--- src/rtl/shift_core_reg.sv ---
// shift_core_reg: registered 8-bit barrel shifter for the ALU shift path.
// Left shift, or right shift selected by MODE (pass / logical / arithmetic /
// rotate), built from 1-bit 2:1 mux cells in log2(WIDTH) barrel layers. The
// result and its valid flag are registered; nothing reaches OUTPUT without
// passing through a flop.

// 1-bit 2:1 mux cell used to build every barrel layer and the final select.
module shift_core_reg_mux2 (
    input  logic sel,
    input  logic a,
    input  logic b,
    output logic y
);
    assign y = sel ? b : a;
endmodule

module shift_core_reg #(
    parameter int WIDTH = 8
) (
    input  logic             CLK,
    input  logic             RESET,
    input  logic [WIDTH-1:0] DATA1,
    input  logic [WIDTH-1:0] DATA2,
    input  logic [1:0]       MODE,
    input  logic             IN_VALID,
    output logic [WIDTH-1:0] OUTPUT,
    output logic             OUT_VALID
);

    // Only WIDTH=8 is supported, so the amount field sh is DATA2[2:0].
    localparam int STAGES = $clog2(WIDTH);

    typedef enum logic [1:0] {
        MODE_PASS  = 2'b00,
        MODE_LOG   = 2'b01,
        MODE_ARITH = 2'b10,
        MODE_ROT   = 2'b11
    } mode_e;

    // ------------------------------------------------------------------
    // Operand decode
    // ------------------------------------------------------------------
    logic [STAGES-1:0]        sh;
    logic                     ge8;
    logic                     dir_right;
    mode_e                    mode;
    logic                     is_rot;
    logic                     right_fill;
    logic signed [WIDTH-1:0]  data1_s;

    assign sh         = DATA2[STAGES-1:0];
    assign ge8        = |DATA2[WIDTH-2:STAGES];
    assign dir_right  = DATA2[WIDTH-1];
    assign mode       = mode_e'(MODE);
    assign is_rot     = (mode == MODE_ROT);
    // Bits shifted in at the top: sign bit for arithmetic, zero otherwise.
    // Rotate replaces this with the wrapped bit inside the layer.
    assign right_fill = (mode == MODE_ARITH) & DATA1[WIDTH-1];
    assign data1_s    = DATA1;

    // Final out-of-range / pass handling applied after the barrel.
    // Pass returns the operand untouched; rotate ignores the >=8 part of the
    // amount (mod-8 behaviour falls out of using sh only); everything else
    // saturates to zero, or to the sign for arithmetic right shifts.
    function automatic logic [WIDTH-1:0] apply_range(
        input logic                    right,
        input mode_e                   m,
        input logic                    big,
        input logic [WIDTH-1:0]        shifted,
        input logic signed [WIDTH-1:0] src
    );
        logic [WIDTH-1:0] res;
        res = shifted;
        if (right) begin
            case (m)
                MODE_PASS:  res = $unsigned(src);
                MODE_LOG:   if (big) res = '0;
                MODE_ARITH: if (big) res = $unsigned(src >>> (WIDTH - 1));
                MODE_ROT:   res = shifted;
                default:    res = shifted;
            endcase
        end else if (big) begin
            res = '0;
        end
        return res;
    endfunction

    // ------------------------------------------------------------------
    // Right barrel: layer k moves bits down by 2^k when sh[k] is set
    // ------------------------------------------------------------------
    logic [STAGES:0][WIDTH-1:0] rs;
    assign rs[0] = DATA1;

    for (genvar k = 0; k < STAGES; k++) begin : g_rlayer
        for (genvar i = 0; i < WIDTH; i++) begin : g_rbit
            logic src_bit;
            if (i + (1 << k) < WIDTH) begin : g_inside
                assign src_bit = rs[k][i + (1 << k)];
            end else begin : g_edge
                // Bits entering from above the MSB: wrapped for rotate,
                // fill value otherwise.
                shift_core_reg_mux2 u_wrap (
                    .sel (is_rot),
                    .a   (right_fill),
                    .b   (rs[k][i + (1 << k) - WIDTH]),
                    .y   (src_bit)
                );
            end
            shift_core_reg_mux2 u_cell (
                .sel (sh[k]),
                .a   (rs[k][i]),
                .b   (src_bit),
                .y   (rs[k+1][i])
            );
        end
    end

    // ------------------------------------------------------------------
    // Left barrel: layer k moves bits up by 2^k, zero fill at the bottom
    // ------------------------------------------------------------------
    logic [STAGES:0][WIDTH-1:0] ls;
    assign ls[0] = DATA1;

    for (genvar k = 0; k < STAGES; k++) begin : g_llayer
        for (genvar i = 0; i < WIDTH; i++) begin : g_lbit
            logic src_bit;
            if (i >= (1 << k)) begin : g_inside
                assign src_bit = ls[k][i - (1 << k)];
            end else begin : g_edge
                assign src_bit = 1'b0;
            end
            shift_core_reg_mux2 u_cell (
                .sel (sh[k]),
                .a   (ls[k][i]),
                .b   (src_bit),
                .y   (ls[k+1][i])
            );
        end
    end

    // ------------------------------------------------------------------
    // Left/right select
    // ------------------------------------------------------------------
    logic [WIDTH-1:0] dir_sel;

    for (genvar i = 0; i < WIDTH; i++) begin : g_dirsel
        shift_core_reg_mux2 u_sel (
            .sel (dir_right),
            .a   (ls[STAGES][i]),
            .b   (rs[STAGES][i]),
            .y   (dir_sel[i])
        );
    end

    logic [WIDTH-1:0] shift_result;
    assign shift_result = apply_range(dir_right, mode, ge8, dir_sel, data1_s);

    // ------------------------------------------------------------------
    // Output register stage
    // ------------------------------------------------------------------
    logic [WIDTH-1:0] out_d, out_q;
    logic             out_vld_d, out_vld_q;

    // Next-state: capture on IN_VALID, otherwise hold the data and drop valid.
    always_comb begin
        out_d     = out_q;
        out_vld_d = IN_VALID;
        if (IN_VALID) begin
            out_d = shift_result;
        end
    end

    // Result and valid flops; reset clears both immediately.
    always_ff @(posedge CLK or negedge RESET) begin
        if (!RESET) begin
            out_q     <= '0;
            out_vld_q <= 1'b0;
        end else begin
            out_q     <= out_d;
            out_vld_q <= out_vld_d;
        end
    end

    assign OUTPUT    = out_q;
    assign OUT_VALID = out_vld_q;

endmodule

--- config.mk ---
export PLATFORM = sky130hd
export DESIGN_NAME = shift_core_reg
export DESIGN_NICKNAME = d
export VERILOG_FILES = /design/src/rtl/shift_core_reg.sv
export SDC_FILE = /design/constraint.sdc
export NUM_CORES = 1
export LEC_CHECK = 0
export ABC_AREA = 1
export ABC_CLOCK_PERIOD_IN_PS = 1800
export CAP_MARGIN = 15
export CORE_MARGIN = 10
export CORE_UTILIZATION = 50
export DETAILED_ROUTE_END_ITERATION = 16
export PLACE_DENSITY = 0.76
export SLEW_MARGIN = 40
export SYNTH_ARGS = -nofsm -noshare
export SYNTH_HDL_FRONTEND = slang
export SYNTH_HIERARCHICAL = 1
export SYNTH_SLANG_ARGS = --single-unit
--- constraint.sdc ---
create_clock -name CLK -period 1.8 [get_ports CLK]
set_clock_uncertainty 0.1 [all_clocks]
set_input_delay 0.54 -clock CLK [delete_from_list [all_inputs] [get_ports CLK]]
set_output_delay 0.54 -clock CLK [all_outputs]
set_load 0.01 [all_outputs]
* Yosys cells after proc, flatten, opt, wreduce, memory -nomap -nowiden
Index checks and enable logic that the tools add are counted.
** Storage, ports and cells
- Register bits after elaboration :: 9
- Logic and storage cells :: 75
** Operators by class
- Reduce and logical (&&, ||, !) cells :: 2
- Eq/ne operators :: 3
- Bitwise logic cells :: 1
- Muxes and demuxes :: 67
** Operators by type and width (number)
- 2-to-1 mux 1 bit :: 63
- case mux 8 bit (4 select lines) :: 1
- 2-to-1 mux 8 bit :: 3
- == test 2 bit, second input constant :: 2
- OR reduction 4 bit :: 1
- == test 2 x 1 -> 1 bit, second input constant :: 1
- logical NOT 2 bit :: 1
- bitwise AND 1 bit :: 1

* Logic depth before layout (Yosys ltp)
- Word-level depth :: 10
- Gate-level depth with buffers :: 20
- Gate-level depth less buffers :: 19

* Modules after synthesis
The synthesis kept the hierarchy.
** Modules (own cells, without submodules)
- shift_core_reg_mux2 :: cells each 4, instances 63, area an instance 15.0 um^2, seq. area each 0.0 um^2
- shift_core_reg :: cells each 112, instances 1, area an instance 734.5 um^2, seq. area each 225.2 um^2

* Worst setup path before layout
Ideal clock, no wire load.
- Kind :: input to register
- Start point :: input port MODE[0]
- End point :: register out_q[7], in the netlist OUTPUT[7]
- Cell stages on the path :: 18
- Data arrival time :: 2.118 ns
- Setup slack :: -0.491 ns
- Path through :: buf_6 -> nor3_1 -> nand2_1 -> nand2_1 -> nand2_1 -> nand2_1 -> nand2_1 -> nand2_1 -> nand2_1 -> nand2_1 -> nand2_1 -> nand2_1 -> nand3_1 -> nand2_1 -> nand2_1 -> nand3_1 -> nand2_1 -> a21oi_2
** RTL lines
- start: declaration :: RTL line 24 : input logic [1:0] MODE,
- end signal: assignment :: RTL line 179 : out_q <= out_d;
- end: declaration :: RTL line 161 : logic [WIDTH-1:0] out_d, out_q;

==> out/metrics.yaml <==
drt:
  dr.pass1.iters: 5
  drtAntennaViolNets: 0
  totalWireLength_um: 6899
  vias: 2524
  drtIter0Drc: 387
  post_drt_wl_per_cell_um: 14.11
  post-route-drc-count: 0
  detail_route.vias_per_cell: 5.162
status:
  status: "finished with violations"
  failed_checks: "setup timing"
yosys:
  synth_top_flop_cell: "dfrtp_1"
  synth_cells: 364
  ys_top_cells_by_area: "nand2_1 (50%), inv_1 (15%), dfrtp_1 (13%)"
  yosysUniqueCellTypes: 17
  synth_seq_area_share_pct: 13.40
  synth_edf_count: 0
  synth_top_area_share_pct: 50.48
  yosysWarningCount: 6
  synth_seq_cells: 9
  yosysMostFrequentCell: "nand2_1"
  netlist_area_um2: 1680
  ys_top_cells_by_count: "nand2_1 (226), inv_1 (69), nand3_1 (22)"
  synth.avg_cell_area_um2: 4.616
  yosysTopAreaCell: "nand2_1"
  async_flop_share_pct: 100.0
critical_path:
  r2r-end: "OUTPUT[1]$_DFFE_PN0P_"
  cpPeakStageDelay_ns: 0.14
  path_buf_inv: 3
  regToRegSetupSlack_ns: 1.02
  critPathCaptureType: "register"
  crit_path_start_kind: "primary input"
  path_max_fanout: 8
  crit_chain: "buf_8, buf_12, buf_8, nand2_1, nand2_2, nand2_2, nand2_2, nand2_1, nand2_1, nand2_1, nand2_1, nand2_1, nand2_2, nand3_2, nand2_2, nand2_1, nand3_1, nand2_1, a21oi_2"
  r2r_start: "OUTPUT[1]$_DFFE_PN0P_"
  path_class: "primary input to register"
  crit_path_top_delay_cell: "a21oi_2"
  crit_top_cell: "nand2_1"
  path_delay_family: "simple AND/OR/NAND/NOR gates"
  r2r_cells: 2
  worstPathArrival_ns: 2.06
  critPathRequiredTime_ns: 1.92
clock_network:
  tritoncts: "done"
  cts_buffers: 3
  insertion_delay_ns: 0.29
  ctsHoldBuffers: 0
  clkTransAtPathRegs_ns: 0.07
  htree_levels: 1
  clockBufferDepth: 2
  clk_root_buffer_cell: "clkbuf_4"
  cts.sinks: 9
layout:
  final_core_util_pct: 85.64
  stdcell_area_um2: 2679
  fin_nets: 467
  antenna_cells: 0
  drive_gt1_share_pct: 26.74
  synthToLayoutAreaGrowth_pct: 59.42
  n_fill_cell: 202
place:
  port_buffers: 29
  pre_cts_ws_ns: -0.7663
  place_area_um2: 2355
  dp_hpwl_um: 3928
  gp_congestion: 0.8796
timing:
  finalCriticalPeriod_ns: 1.936
  setup_viol: 7
  rsz0062_at_grt: "yes"
  holdWs_ns: 0.3893
  hold_viol: 0
  fin_ws_ns: -0.1359
  max_freq_ghz: 0.5165
  slew_violations: 0
  finalCritPeriodShare_pct: 107.6
power_and_ir_drop:
  seq_power_share_pct: 22.4
  power_leakage_nw: 1.694
  internal_power_w: 0.0005802
  ir_drop_mv: 0.4600
  comb_power_share_pct: 60.3
  swShare_pct: 44.41
  power_density_nw_per_um2: 389.6
  p_switching_w: 0.0004635
  p_clk_share_pct: 17.3
  total_power_w: 0.001044
grt:
  overflow: 0
  first_global_vias: 2038
  grt_pass1_wl_um: 9121
  grt_max_degree: 20
  grt_antenna_before_repair: 0
  grtUsageTotal_pct: 17.45
hold_path:
  whs_path_depth: 2
  whs_endpoint: "OUTPUT[4]$_DFFE_PN0P_"
  hp-class: "register to register"
  hold_path.startpoint: "OUTPUT[4]$_DFFE_PN0P_"
run:
  max_cap_viol_count: 0
floorplan:
  core_area_um2: 3128
  die_h_um: 77.97
  ios: 30
  die_width_um: 77.97
  die-area_um2: 6079
  rows: 20
  start_util_pct: 53.72
[layout make-up]
| cell class | instances | area, um2 | area share [%] |
|---|---|---|---|
| clock buffer | 4 | 26.28 | 0.9808 |
| inverter | 70 | 269.0 | 10.04 |
| multi-input combinational | 288 | 1345 | 50.21 |
| sequential | 9 | 225.2 | 8.407 |
| timing repair buffer | 74 | 758.2 | 28.30 |
| tap | 44 | 55.05 | 2.055 |
[power groups by stage]
stage | clock network, W | registers (W) | logic [W]
2_1_floorplan | 0 | 0.000246 | 0.000251
3_3_place_gp | 0 | 0.000235 | 0.000510
3_5_place_dp | 0 | 0.000236 | 0.000519
4_1_cts | 0.000174 | 0.000232 | 0.000530
5_1_grt | 0.000182 | 0.000235 | 0.000686
6_report | 0.000181 | 0.000234 | 0.000629
[cells in the final DEF (no fill, tap or decap), types with 4 or more instances in the layout]
| cell type | count |
|---|---|
| a21oi_1 | 12 |
| buf_12 | 7 |
| buf_4 | 33 |
| clkbuf_2 | 5 |
| clkdlybuf4s50_1 | 7 |
| conb_1 | 7 |
| dfrtp_1 | 9 |
| dlygate4sd2_1 | 10 |
| inv_1 | 64 |
| inv_2 | 4 |
| nand2_1 | 192 |
| nand2_2 | 34 |
| nand3_1 | 12 |
| nand3_2 | 12 |
| nor2_1 | 10 |
[what timing repair did]
item | in CTS | in global routing
setup endpoints to repair | 16 | 9
resized for setup | 46 | 69
hold endpoints to repair | 0 | 0
cloned | 3 | 0
pin swaps | 9 | 54
setup buffers | 0 | 10
[flip-flops by register name (all words and copies together), names as in the netlist]
signal     count
OUT_VALID      1
OUTPUT         8
[through the flow]
| stage | instances | setup TNS (ns) |
|---|---|---|
| 5_1_grt | 489 | -1.600 |
| 4_1_cts | 479 | -0.003491 |
| 2_1_floorplan | 370 | -1.020 |
| 3_5_place_dp | 472 | -5.602 |
| 6_report | 489 | -0.5537 |
| 3_3_place_gp | 472 | -5.366 |
[layer usage]
| layer | share of wire (%) | GRT usage (%) |
|---|---|---|
| met4 | 5.7 | 5.197 |
| met3 | 7.9 | 2.880 |
| met1 | 39 | 22.14 |
| met5 | 0 | 0 |
| met2 | 47 | 29.44 |
[cell families (layout without fill, tap and decap cells)]
| kind of cell | after synthesis | count (layout) | synth area share [%] |
|---|---|---|---|
| buffers and inverters | 73 | 148 | 16.83 |
| AOI/OAI and AO/OA | 15 | 15 | 4.914 |
| DFF | 9 | 9 | 13.40 |
| other | 1 | 7 | 0.2232 |
| and+or+nand+nor | 266 | 266 | 64.63 |
[worst reg2reg max path: stages (launching register included)]
cell	delay [ns]
dfrtp_1	0.41
nand2_1	0.09
nand2_1	0.07
[worst max-delay path by stage]
stage,cells after the start,from,slack (ns),end
2_1_floorplan,18,MODE[1],-0.26,OUTPUT[7]$_DFFE_PN0P_
3_3_place_gp,19,DATA1[7],-0.71,OUTPUT[1]$_DFFE_PN0P_
3_5_place_dp,19,DATA1[7],-0.77,OUTPUT[7]$_DFFE_PN0P_
4_1_cts,18,DATA2[0],-0.003,OUTPUT[7]$_DFFE_PN0P_
5_1_grt,17,DATA1[3],-0.35,OUTPUT[6]$_DFFE_PN0P_
6_report,19,DATA2[0],-0.14,OUTPUT[6]$_DFFE_PN0P_
(Power assumes the default switching activity.)
